<file path="config.mk">
export PLATFORM = sky130hd
export DESIGN_NAME = instr_fetch_responder_flat
export DESIGN_NICKNAME = d
export VERILOG_FILES = /design/src/rtl/instr_fetch_responder_if.sv /design/src/rtl/instr_fetch_responder.sv /design/src/flat_wrapper.sv
export SDC_FILE = /design/constraint.sdc
export NUM_CORES = 1
export LEC_CHECK = 0
export BUFFER_PORTS_ARGS = -buffer_cell sky130_fd_sc_hd__clkbuf_2
export CAP_MARGIN = 15
export CORE_MARGIN = 1.5
export CORE_UTILIZATION = 49
export DETAILED_ROUTE_END_ITERATION = 6
export GPL_TIMING_DRIVEN = 0
export HOLD_SLACK_MARGIN = 0.08
export MAX_ROUTING_LAYER = met4
export PLACE_DENSITY = 0.87
export SLEW_MARGIN = 20
export SYNTH_ARGS = -nofsm -noshare
export SYNTH_HDL_FRONTEND = slang
export SYNTH_SLANG_ARGS = --single-unit
</file>
<file path="constraint.sdc">
create_clock -name clk -period 1.5 [get_ports clk]
set_input_delay 0 -clock clk [delete_from_list [all_inputs] [get_ports clk]]
set_output_delay 0 -clock clk [all_outputs]
set_load 0.01 [all_outputs]
</file>
<file path="src/rtl/instr_fetch_responder_if.sv">
// Fetch-side bundle for instr_fetch_responder: request, flush, memory read port and response.
// slave is the responder's view; master is the pipeline/memory environment's view.
interface instr_fetch_responder_if #(
  parameter int ADDR_WIDTH = 32,
  parameter int DATA_WIDTH = 32
);
  logic                  req_valid;
  logic [ADDR_WIDTH-1:0] req_addr;
  logic                  req_ready;
  logic                  flush;
  logic                  mem_rd_en;
  logic [ADDR_WIDTH-1:0] mem_addr;
  logic [DATA_WIDTH-1:0] mem_rdata;
  logic                  rsp_valid;
  logic                  rsp_ready;
  logic [DATA_WIDTH-1:0] rsp_instr;
  logic [ADDR_WIDTH-1:0] rsp_addr;
  logic                  rsp_err;

  modport slave (
    input  req_valid, req_addr, flush, mem_rdata, rsp_ready,
    output req_ready, mem_rd_en, mem_addr, rsp_valid, rsp_instr, rsp_addr, rsp_err
  );

  modport master (
    output req_valid, req_addr, flush, mem_rdata, rsp_ready,
    input  req_ready, mem_rd_en, mem_addr, rsp_valid, rsp_instr, rsp_addr, rsp_err
  );
endinterface

</file>
<file path="src/rtl/instr_fetch_responder.sv">
// Instruction fetch responder: issues one-cycle-latency memory reads and queues {instr, addr, err}
// in a small in-order FIFO. Optional misaligned-PC trap enabled by `define FETCH_MISALIGN_CHK_EN.
module instr_fetch_responder #(
  parameter int ADDR_WIDTH = 32,
  parameter int DATA_WIDTH = 32,
  parameter int DEPTH      = 2
) (
  input  logic                    clk,
  input  logic                    rst,
  instr_fetch_responder_if.slave  bus
);

  localparam int PW = $clog2(DEPTH);
  localparam int CW = $clog2(DEPTH) + 1;
  localparam logic [CW:0] DEPTH_W = (CW+1)'(DEPTH);

  logic [CW-1:0]         count_q, count_d;
  logic [PW-1:0]         wr_ptr_q, wr_ptr_d;
  logic [PW-1:0]         rd_ptr_q, rd_ptr_d;
  logic                  inflight_q, inflight_d;
  logic [ADDR_WIDTH-1:0] inflight_addr_q, inflight_addr_d;

  logic [DATA_WIDTH-1:0] instr_q [DEPTH];
  logic [ADDR_WIDTH-1:0] addr_q  [DEPTH];

  logic [CW:0]           occupancy;
  logic                  accept;
  logic                  push;
  logic                  pop;
  logic                  misalign;
  logic [DATA_WIDTH-1:0] push_instr;

`ifdef FETCH_MISALIGN_CHK_EN
  localparam logic [DATA_WIDTH-1:0] NOP_INSTR = DATA_WIDTH'(32'h0000_0013);
  logic inflight_err_q, inflight_err_d;
  logic err_q [DEPTH];

  assign misalign   = (bus.req_addr[1:0] != 2'b00);
  assign push_instr = inflight_err_q ? NOP_INSTR : bus.mem_rdata;
  assign bus.rsp_err = err_q[rd_ptr_q];
`else
  assign misalign    = 1'b0;
  assign push_instr  = bus.mem_rdata;
  assign bus.rsp_err = 1'b0;
`endif

  // The outstanding read counts against capacity so its data always has a slot to land in.
  assign occupancy     = {1'b0, count_q} + {{CW{1'b0}}, inflight_q};
  assign bus.req_ready = rst && !bus.flush && (occupancy < DEPTH_W);
  assign accept        = bus.req_valid && bus.req_ready;
  assign bus.mem_rd_en = accept && !misalign;
  assign bus.mem_addr  = bus.req_addr;

  assign bus.rsp_valid = rst && (count_q != '0) && !bus.flush;
  assign bus.rsp_instr = instr_q[rd_ptr_q];
  assign bus.rsp_addr  = addr_q[rd_ptr_q];

  assign pop  = bus.rsp_valid && bus.rsp_ready;
  assign push = inflight_q && !bus.flush;

  always_comb begin
    count_d         = count_q;
    wr_ptr_d        = wr_ptr_q;
    rd_ptr_d        = rd_ptr_q;
    inflight_d      = accept;
    inflight_addr_d = accept ? bus.req_addr : inflight_addr_q;
    if (bus.flush) begin
      count_d    = '0;
      wr_ptr_d   = '0;
      rd_ptr_d   = '0;
      inflight_d = 1'b0;
    end else begin
      if (push) wr_ptr_d = wr_ptr_q + 1'b1;
      if (pop)  rd_ptr_d = rd_ptr_q + 1'b1;
      case ({push, pop})
        2'b10:   count_d = count_q + 1'b1;
        2'b01:   count_d = count_q - 1'b1;
        default: count_d = count_q;
      endcase
    end
  end

  always_ff @(posedge clk or negedge rst) begin
    if (!rst) begin
      count_q         <= '0;
      wr_ptr_q        <= '0;
      rd_ptr_q        <= '0;
      inflight_q      <= 1'b0;
      inflight_addr_q <= '0;
    end else begin
      count_q         <= count_d;
      wr_ptr_q        <= wr_ptr_d;
      rd_ptr_q        <= rd_ptr_d;
      inflight_q      <= inflight_d;
      inflight_addr_q <= inflight_addr_d;
    end
  end

  // Storage is reset so the head outputs read as zero while in reset and before the first push.
  always_ff @(posedge clk or negedge rst) begin
    if (!rst) begin
      for (int i = 0; i < DEPTH; i++) begin
        instr_q[i] <= '0;
        addr_q[i]  <= '0;
      end
    end else if (push) begin
      instr_q[wr_ptr_q] <= push_instr;
      addr_q[wr_ptr_q]  <= inflight_addr_q;
    end
  end

`ifdef FETCH_MISALIGN_CHK_EN
  assign inflight_err_d = accept ? misalign : inflight_err_q;

  always_ff @(posedge clk or negedge rst) begin
    if (!rst) begin
      inflight_err_q <= 1'b0;
      for (int i = 0; i < DEPTH; i++) err_q[i] <= 1'b0;
    end else begin
      inflight_err_q <= inflight_err_d;
      if (push) err_q[wr_ptr_q] <= inflight_err_q;
    end
  end
`endif

endmodule

</file>
<file path="src/flat_wrapper.sv">
// flat-port wrapper written by rule: the top's interface ports become plain ports
module instr_fetch_responder_flat 
#(
  parameter int ADDR_WIDTH = 32,
  parameter int DATA_WIDTH = 32,
  parameter int DEPTH      = 2
)
  (clk, rst, bus_req_valid, bus_req_addr, bus_flush, bus_mem_rdata, bus_rsp_ready, bus_req_ready, bus_mem_rd_en, bus_mem_addr, bus_rsp_valid, bus_rsp_instr, bus_rsp_addr, bus_rsp_err);
  instr_fetch_responder_if #(.ADDR_WIDTH(ADDR_WIDTH), .DATA_WIDTH(DATA_WIDTH)) bus_i ();
  input  logic clk;
  input  logic rst;
  input wire logic [$bits(bus_i.req_valid)-1:0] bus_req_valid;
  input wire logic [$bits(bus_i.req_addr)-1:0] bus_req_addr;
  input wire logic [$bits(bus_i.flush)-1:0] bus_flush;
  input wire logic [$bits(bus_i.mem_rdata)-1:0] bus_mem_rdata;
  input wire logic [$bits(bus_i.rsp_ready)-1:0] bus_rsp_ready;
  output wire logic [$bits(bus_i.req_ready)-1:0] bus_req_ready;
  output wire logic [$bits(bus_i.mem_rd_en)-1:0] bus_mem_rd_en;
  output wire logic [$bits(bus_i.mem_addr)-1:0] bus_mem_addr;
  output wire logic [$bits(bus_i.rsp_valid)-1:0] bus_rsp_valid;
  output wire logic [$bits(bus_i.rsp_instr)-1:0] bus_rsp_instr;
  output wire logic [$bits(bus_i.rsp_addr)-1:0] bus_rsp_addr;
  output wire logic [$bits(bus_i.rsp_err)-1:0] bus_rsp_err;
  assign bus_i.req_valid = bus_req_valid;
  assign bus_i.req_addr = bus_req_addr;
  assign bus_i.flush = bus_flush;
  assign bus_i.mem_rdata = bus_mem_rdata;
  assign bus_i.rsp_ready = bus_rsp_ready;
  assign bus_req_ready = bus_i.req_ready;
  assign bus_mem_rd_en = bus_i.mem_rd_en;
  assign bus_mem_addr = bus_i.mem_addr;
  assign bus_rsp_valid = bus_i.rsp_valid;
  assign bus_rsp_instr = bus_i.rsp_instr;
  assign bus_rsp_addr = bus_i.rsp_addr;
  assign bus_rsp_err = bus_i.rsp_err;
  instr_fetch_responder #(.ADDR_WIDTH(ADDR_WIDTH), .DATA_WIDTH(DATA_WIDTH), .DEPTH(DEPTH)) u_core (.clk(clk), .rst(rst), .bus(bus_i));
endmodule
</file>
==> impl_metrics.toml, run 1 <==
[critical_path]
critPathLaunch = "u_core.rd_ptr_q$_DFFE_PN0P_"
r2r_cells = 6
cpMostUsedCell = "buf_12"
critPathLaunchType = "flip-flop"
critPathSlowestCell = "dfrtp_2"
cp_slowest_stage_delay_ns = 0.41
reg2reg_from = "u_core.inflight_q$_DFF_PN0_"
end_kind = "output port"
arrival_ns = 1.63
required_ns = 1.50
path_class = "flip-flop to output port"
crit_fanout = 10
cp_cell_sequence = "buf_12, buf_12, mux2_2, buf_2"

[timing]
holdWs_ns = -0.414
tns_ns = -12.03
slew_headroom_pct = 61.3
worst_slew_pin_slew_ns = 0.581
finalSetupViolations = 194
final_hold_viol_count = 68
fin_skew_ns = 0.00882
fmax_mhz = 612
timing.final.crit_share_pct = 109
layout_min_cycle_time_ns = 1.63
slew_violations = 0
finalWorstSetupSlack_ns = -0.133
rsz0062_at_grt = "yes"

[synthesis]
yosysWarnings = 0
ys_seq_area_share_pct = 56.0
synth_fp_nets = 537
synth_seq_cells = 165
syn_inst = 468
synth_area_um2 = 7380
yosysUniqueCellTypes = 25
avgSynthCellArea_um2 = 15.8

[detailed_routing]
drc = 0
routedWlPerCell_um = 21.4
routed_via_density = 5.15
first_iter_violations = 145
vias = 4971
drtAntennaViolNets = 0
wl_mm = 20.7
first_pass_iters = 4

[global_routing]
use_met3_pct = 4.59
grt.busiest_layer = "met2"
grt_util_all_layers_pct = 24.1
grtUsageMet1_pct = 28.2
grt_overflow = 0
grt_max_degree = 98
grt_pass1_vias = 5340
groute.layer.met2.usage_pct = 42.1
grt_pass1_wl_mm = 28.6
antenna_found_initial = 0

[clocking]
cts_hold_buf = 67
cts_tree = "done"
cts_buffers = 17
cts_sinks = 165
clk_pin_slew_ns = 0.06
clk-insertion-delay-late_ns = 0.43
cts_max_level = 4
cts-root-buf = "clkbuf_16"
clk_path_buf_depth = 2

[floorplanning]
io_pins = 169
start_util_pct = 50.6
die_area_um2 = 15800
die_y_um = 126
core_area_um2 = 14600
rows = 44
die_w_um = 126

[power_and_ir_drop]
seq_power_share_pct = 41.6
power_density_nw_per_um2 = 1310
clockPowerShare_pct = 29.8
intPower_w = 0.0108
switchingPower_w = 0.00405
vdd.ir_drop.worst_v = 0.000777
p_total_w = 0.0148
sw_frac_of_total_pct = 27.3
p_leak_nw = 5.75
combinationalPowerShare_pct = 28.6

[worst_hold_path]
hp-class = "input port to asynchronous set/reset pin"

[place]
hpwlAfterDp_mm = 10.4
place.gp.congestion = 0.730
port-buffer-count = 167

[final_layout]
antennaDiodeCount = 0
layout-drive-gt1-share_pct = 68.8
area_delta_synth_final_pct = 53.4
final_nets = 837

[status]
violations = "hold timing, setup timing"
status = "complete, but fails checks"

[flow_run]
maxCapViolations = 0
## power groups by stage
| stage | sequential [W] | combinational [W] | clock (W) |
|---|---|---|---|
| detailed placement | 0.00608 | 0.00314 | 0 |
| finish | 0.00617 | 0.00425 | 0.00442 |
| CTS | 0.00603 | 0.00353 | 0.00444 |
| global route | 0.00626 | 0.00452 | 0.00467 |
| floorplan | 0.00587 | 0.00209 | 0 |
| global placement | 0.00596 | 0.00302 | 0 |
## cell usage after synthesis (all sizes together)
library cell / number / area, µm²
xnor2: 2 / 17.5
and2: 1 / 7.51
o2111ai: 1 / 8.76
nor3b: 1 / 7.51
mux2: 225 / 2640
conb: 1 / 3.75
a32o: 1 / 10.0
dfrtp: 165 / 4130
mux2i: 1 / 10.0
nand3b: 1 / 7.51
o211ai: 1 / 7.51
nor2: 2 / 7.51
and3: 2 / 13.8
clkbuf: 2 / 7.51
o21a: 1 / 7.51
buf: 57 / 459
nor2b: 1 / 6.26
a211oi: 1 / 7.51
a21oi: 1 / 8.76
nand2b: 1 / 6.26
## placed cells by master (no fill, tap or decap), types with 2 or more instances in the layout
cell,Yosys,routed
xnor2_1,2,2
buf_4,34,47
dlygate4sd3_1,0,67
mux2_2,196,53
dfrtp_1,165,162
inv_6,0,2
mux2_4,29,172
clkbuf_1,2,2
clkinv_4,0,3
bufinv_16,0,2
clkbuf_8,0,4
clkbuf_2,0,155
buf_16,0,6
clkinv_2,0,2
dfrtp_2,0,3
nor2_1,2,2
clkbuf_16,0,27
buf_8,0,7
buf_6,7,27
buf_12,3,18
## worst paths after layout
path,end,slack [ns]
max,bus_rsp_addr[1],-0.13
min,u_core.instr_q[50]$_DFFE_PN0P_,-0.41
max reg2reg,u_core.addr_q[19]$_DFFE_PN0P_,-0.13
min reg2reg,u_core.addr_q[8]$_DFFE_PN0P_,0.51
max in group asynchronous,u_core.instr_q[31]$_DFFE_PN0P_,1.04
min in group clk,u_core.count_q[1]$_DFFE_PN0P_,0.29
## flip-flops by register name, summed over array words and instances (netlist names)
| name | count |
|---|---|
| u_core.addr_q | 64 |
| u_core.instr_q | 64 |
| u_core.inflight_addr_q | 32 |
| u_core.count_q | 2 |
| u_core.inflight_q | 1 |
| u_core.rd_ptr_q | 1 |
| u_core.wr_ptr_q | 1 |
## cell families (layout without fill, tap and decap cells)
family | after synthesis | count (layout) | share of synthesized area (%)
buffers and inverters | 59 | 372 | 6.33
multiplexers | 226 | 226 | 36.0
AND/OR/NAND/NOR | 9 | 9 | 0.764
other | 1 | 1 | 0.0508
flip-flops | 165 | 165 | 56.0
AO/OA/AOI/OAI | 6 | 6 | 0.679
XOR/XNOR | 2 | 2 | 0.238
## what timing repair did
| action | 4_1_cts | 5_1_grt |
|---|---|---|
| resized for setup | 84 | 179 |
| gates cloned | 5 | 11 |
| hold endpoints to repair | 169 | 68 |
| pin swaps | 2 | 3 |
| setup endpoints to repair | 214 | 216 |
| setup buffers | 24 | 13 |
## metrics by stage
step	instances	setup slack [ns]	utilization [%]	area, µm²	hold slack (ns)
after global routing	965	-0.195	77.6	11300	-0.368
after floorplan	468	0.00688	-	7390	-0.296
after global placement	819	-2.73	58.0	8460	0.245
after detailed placement	820	-0.352	58.2	8490	0.0393
after CTS	948	-0.152	71.2	10400	-0.409
final	965	-0.133	77.6	11300	-0.414
## routing by layer
layer / routed length (µm) / vias to the layer above
met3: 742 / 22
met5: 0 / -
met2: 11100 / 146
met4: 271 / 0
met1: 8550 / 2569
li1: - / 2234
## final cells by class
| class | instances | area [µm²] |
|---|---|---|
| Fill cell | 774 | 3270 |
| Tap cell | 184 | 230 |
| Clock buffer | 22 | 474 |
| Sequential cell | 165 | 4130 |
| Multi-Input combinational cell | 244 | 3350 |
| Buffer | 55 | 651 |
| Clock inverter | 10 | 121 |
| Timing Repair Buffer | 285 | 2360 |
## worst max-delay path, delay by kind of cell (launching register included)
family   cells  cell delay (ns)
mux          1             0.34
flops        1             0.41
buf+inv      3             0.45
Note: power is estimated with default switching activity, not from simulation.
==> run 2, diff against run 1 <==
- CORE_MARGIN: 1.5 -> 2
- CTS_CLUSTER_DIAMETER: unset -> 40
==> run 2 against run 1 <==
The run still ends with hold timing, setup timing left. Sequential power barely moved. Sequential share of layout area rose by 0.13 points. Total power fell by 2.4%. Critical endpoint is now bus_rsp_addr[20]. Largest cell class unchanged. Highest routed layer unchanged.
==> impl_metrics.toml, run 2 (synthesized netlist as in run 1, its figures left out) <==
[critical_path]
r2r-end = "u_core.inflight_addr_q[7]$_DFFE_PN0P_"
path_class = "flip-flop to output port"
r2r_cells = 5
required_ns = 1.50
reg2reg_from = "u_core.inflight_q$_DFF_PN0_"
end_kind = "output port"
critPathLaunch = "u_core.rd_ptr_q$_DFFE_PN0P_"
arrival_ns = 1.66
r2r_slack_ns = -0.14
crit_fanout = 10
crit_end = "bus_rsp_addr[20]"
critPathLaunchType = "flip-flop"

[status]
status = "complete, but fails checks"
violations = "hold timing, setup timing"

[global_routing]
antenna_found_initial = 0
grt_pass1_vias = 5616
grt_overflow = 0
grt_pass1_wl_mm = 29.5
grt_util_all_layers_pct = 24.5
grt_max_degree = 87

[timing]
final_hold_viol_count = 165
fmax_mhz = 602
layout_min_cycle_time_ns = 1.66
finalWorstSetupSlack_ns = -0.160
finalSetupViolations = 208
rsz0062_at_grt = "yes"
holdWs_ns = -0.502
tns_ns = -14.14
timing.final.crit_share_pct = 111
slew_violations = 0
fin_skew_ns = 0.00893

[floorplanning]
die_y_um = 127
die_w_um = 127
io_pins = 169
core_area_um2 = 14600
die_area_um2 = 16100
start_util_pct = 50.4
rows = 44

[clocking]
cts_max_level = 4
clk_path_buf_depth = 2
cts_tree = "done"
clk-insertion-delay-late_ns = 0.43
clk_pin_slew_ns = 0.06
cts_buffers = 17
cts_sinks = 165
cts_hold_buf = 68
cts-root-buf = "clkbuf_16"

[place]
hpwlAfterDp_mm = 10.5
port-buffer-count = 167
place.gp.congestion = 0.731
pre_cts_slack_ns = -0.476
place_area_um2 = 8490
dpl.cell_count = 820

[final_layout]
reg_top3 = "u_core.addr_q (64), u_core.instr_q (64), u_core.inflight_addr_q (32)"
fin_cells = 960
antennaDiodeCount = 0
final_nets = 832
final_cell_mix = "mux2_4, dfrtp_1, clkbuf_2, dlygate4sd3_1, mux2_2"
layout-drive-gt1-share_pct = 68.3
layout_commonest_cell = "mux2_4"
area_delta_synth_final_pct = 52.9
n_fill_cell = 792
fin_area_um2 = 11300

[detailed_routing]
first_pass_iters = 4
wl_mm = 21.3
routed_via_density = 5.26
drtAntennaViolNets = 0
routedWlPerCell_um = 22.2
first_iter_violations = 188
vias = 5045
drc = 0

[power_and_ir_drop]
vdd.ir_drop.worst_v = 0.000806
p_leak_nw = 5.70
power_density_nw_per_um2 = 1280

[flow_run]
maxCapViolations = 0

[worst_hold_path]
hp-class = "input port to asynchronous set/reset pin"
run 2: changes by cell type in the layout (fill, tap and decap cells not counted), moves of 2 or more:
cell	before	now
buf_16	6	4
clkbuf_2	155	147
inv_6	2	0
mux2_4	172	170
mux2_2	53	55
bufinv_16	2	0
clkinv_4	3	6
buf_12	18	27
clkinv_2	2	4
clkbuf_8	4	2
run 2: stage by stage:
step                utilization, %  power [W]
floorplan                        -    0.00796
global placement              57.7    0.00898
detailed placement            58.0    0.00921
CTS                           73.0     0.0138
global route                  77.0     0.0151
finish                        77.0     0.0145
run 2: final cells by class:
cell class / instances / area, µm² / area share (%)
Clock buffer: 21 / 460 / 4.08
Timing Repair Buffer: 280 / 2350 / 20.9
Clock inverter: 11 / 80.1 / 0.710
Tap cell: 184 / 230 / 2.04
Sequential cell: 165 / 4130 / 36.6
Buffer: 55 / 688 / 6.10
Multi-Input combinational cell: 244 / 3330 / 29.6
run 2: critical path, stage by stage (launching register included):
cell and delay (ns):
dfrtp_2 0.41, buf_12 0.17, buf_12 0.15, mux2_2 0.36
clkbuf_2 0.14
run 2: where the power goes:
| part | switching (W) | internal [W] | total [W] |
|---|---|---|---|
| registers | 0.000680 | 0.00546 | 0.00614 |
| clock network | 0.00182 | 0.00221 | 0.00403 |
| logic | 0.00154 | 0.00278 | 0.00431 |
run 2: how the worst min path moves through the flow:
| stage | start | to | slack, ns |
|---|---|---|---|
| floorplan | rst | u_core.addr_q[0]$_DFFE_PN0P_ | -0.30 |
| global placement | bus_flush | u_core.wr_ptr_q$_DFFE_PN0P_ | 0.24 |
| detailed placement | rst | u_core.instr_q[11]$_DFFE_PN0P_ | 0.09 |
| CTS | rst | u_core.instr_q[16]$_DFFE_PN0P_ | -0.36 |
| global route | rst | u_core.instr_q[11]$_DFFE_PN0P_ | -0.47 |
| finish | rst | u_core.instr_q[48]$_DFFE_PN0P_ | -0.50 |
run 2: repair_timing:
action | CTS | global route
pin swaps | 1 | 2
buffers inserted | 25 | 9
resized for setup | 141 | 154
endpoints found under the hold margin | 183 | 165
setup endpoints to repair | 217 | 224
gates cloned | 9 | 10
run 2: metal layers:
layer	up-vias	track usage [%]	wire [µm]
li1	2227	-	-
met4	0	7.63	367
met3	27	5.57	1090
met2	181	42.1	11100
met1	2610	29.0	8680
met5	-	-	0
==> run 3, diff against run 2 <==
- BUFFER_PORTS_ARGS: -buffer_cell sky130_fd_sc_hd__clkbuf_2 -> -buffer_cell sky130_fd_sc_hd__buf_2
==> run 3 against run 2 <==
The flow still finishes with violations (hold timing, setup timing). Non-clock buffer count up 7. Flip-flop and latch count unchanged. Cell count up 0.73%. Register-to-register slack about the same. Count of clock-buffer cells in the layout up 1. Worst hold slack better by 0.034 ns. Critical endpoint is now bus_rsp_instr[31].
==> impl_metrics.toml, run 3 (synthesized netlist as in run 1, its figures left out) <==
[status]
status = "complete, but fails checks"
violations = "hold timing, setup timing"

[global_routing]
antenna_found_initial = 0
grt_util_all_layers_pct = 27.3
grt_overflow = 0
grt_pass1_vias = 5811
grt_max_degree = 98
grt_pass1_wl_mm = 32.2

[detailed_routing]
routedWlPerCell_um = 23.4
wl_mm = 22.6
routed_via_density = 5.27
drtAntennaViolNets = 0
first_iter_violations = 263
vias = 5094
drc = 0
first_pass_iters = 4

[timing]
timing.final.crit_share_pct = 110
slew_violations = 0
fmax_mhz = 607
finalSetupViolations = 214
rsz0062_at_grt = "yes"
worst_slew_pin_slew_ns = 0.555
final_hold_viol_count = 68
fin_skew_ns = 0.00664
holdWs_ns = -0.468
layout_min_cycle_time_ns = 1.65
slew_headroom_pct = 63.0
finalWorstSetupSlack_ns = -0.148
tns_ns = -16.29

[final_layout]
fin_area_um2 = 11600
final_cell_mix = "mux2_4, dfrtp_1, buf_2, dlygate4sd3_1, buf_6"
layout_commonest_cell = "mux2_4"
final_util_pct = 78.9
area_delta_synth_final_pct = 56.7
antennaDiodeCount = 0
final_nets = 839
reg_top3 = "u_core.addr_q (64), u_core.instr_q (64), u_core.inflight_addr_q (32)"
n_fill_cell = 752
layout-drive-gt1-share_pct = 68.5

[clocking]
cts-root-buf = "clkbuf_16"
cts_buffers = 17
clk_pin_slew_ns = 0.07
clk-insertion-delay-late_ns = 0.42
cts_hold_buf = 68
clk_path_buf_depth = 2
cts_sinks = 165
cts_max_level = 4
cts_tree = "done"

[place]
place.gp.congestion = 0.720
place_area_um2 = 8490
port-buffer-count = 167
hpwlAfterDp_mm = 10.5

[critical_path]
arrival_ns = 1.65
crit_fanout = 5
path_class = "flip-flop to output port"
required_ns = 1.50
critPathLaunchType = "flip-flop"
end_kind = "output port"

[floorplanning]
die_area_um2 = 16100
die_y_um = 127
core_area_um2 = 14600
io_pins = 169
rows = 44
die_w_um = 127
start_util_pct = 50.4

[flow_run]
maxCapViolations = 0

[worst_hold_path]
hp-class = "input port to asynchronous set/reset pin"

[power_and_ir_drop]
p_leak_nw = 5.81
vdd.ir_drop.worst_v = 0.00101
p_total_w = 0.0155
power_density_nw_per_um2 = 1340
[run 3: cell count changes in the layout (fill, tap and decap cells not counted), moves of 3 or more]
cell and change:
clkinv_2 -3, clkinv_4 -5, clkinvlp_4 +3, buf_8 +5
buf_2 +118, mux2_4 +17, buf_4 +4, buf_12 -7
clkbuf_2 -147, buf_6 +36, mux2_2 -17
[run 3: repair_timing]
action,CTS,global route
pin swaps,2,2
buffers inserted,35,11
hold endpoints to repair,266,68
gates cloned,9,7
resized for setup,184,140
endpoints found under the setup margin,216,222
[run 3: layer usage]
metal | track usage (%) | share of wire [%] | wire length, µm | vias to the layer above
met2 | 46.8 | 54 | 12100 | 197
met1 | 31.4 | 39 | 8920 | 2639
met4 | 10.2 | 1.8 | 414 | 0
li1 | - | - | - | 2229
met3 | 6.37 | 5.2 | 1180 | 29
met5 | - | 0 | 0 | -
[run 3: area by class of cell]
type | count | area [µm²] | share of cell area, %
repair buffers | 290 | 2600 | 22.5
well taps | 184 | 230 | 1.99
clock buffers | 22 | 474 | 4.10
clock inverters | 10 | 121 | 1.05
flip-flops and latches | 165 | 4130 | 35.8
multi-input cells | 244 | 3400 | 29.4
plain buffers | 52 | 601 | 5.20
[run 3: worst paths after layout]
kind,startpoint,end,slack (ns),cells after the start
max in group asynchronous,rst,u_core.addr_q[28]$_DFFE_PN0P_,1.13,2
max reg2reg,u_core.inflight_q$_DFF_PN0_,u_core.inflight_addr_q[13]$_DFFE_PN0P_,-0.14,6
min reg2reg,u_core.addr_q[41]$_DFFE_PN0P_,u_core.addr_q[41]$_DFFE_PN0P_,0.51,1
max,u_core.rd_ptr_q$_DFFE_PN0P_,bus_rsp_instr[31],-0.15,4
min,rst,u_core.instr_q[43]$_DFFE_PN0P_,-0.47,1
min in group clk,bus_flush,u_core.rd_ptr_q$_DFFE_PN0P_,0.17,4
[run 3: through the flow]
| step | setup slack, ns | std cells |
|---|---|---|
| final | -0.148 | 967 |
| after global routing | -0.189 | 967 |
| after CTS | -0.152 | 964 |
| after detailed placement | -0.322 | 820 |
| after global placement | -2.46 | 819 |
| after floorplan | 0.00688 | 468 |
[run 3: power breakdown]
group | switching [W] | internal, W
clock network | 0.00186 | 0.00260
logic | 0.00165 | 0.00316
registers | 0.000745 | 0.00546
[run 3: worst max-delay path, cell delays in order (launching register included)]
cell,delay (ns)
dfrtp_2,0.42
buf_4,0.15
clkbuf_16,0.15
mux2_2,0.35
buf_2,0.16
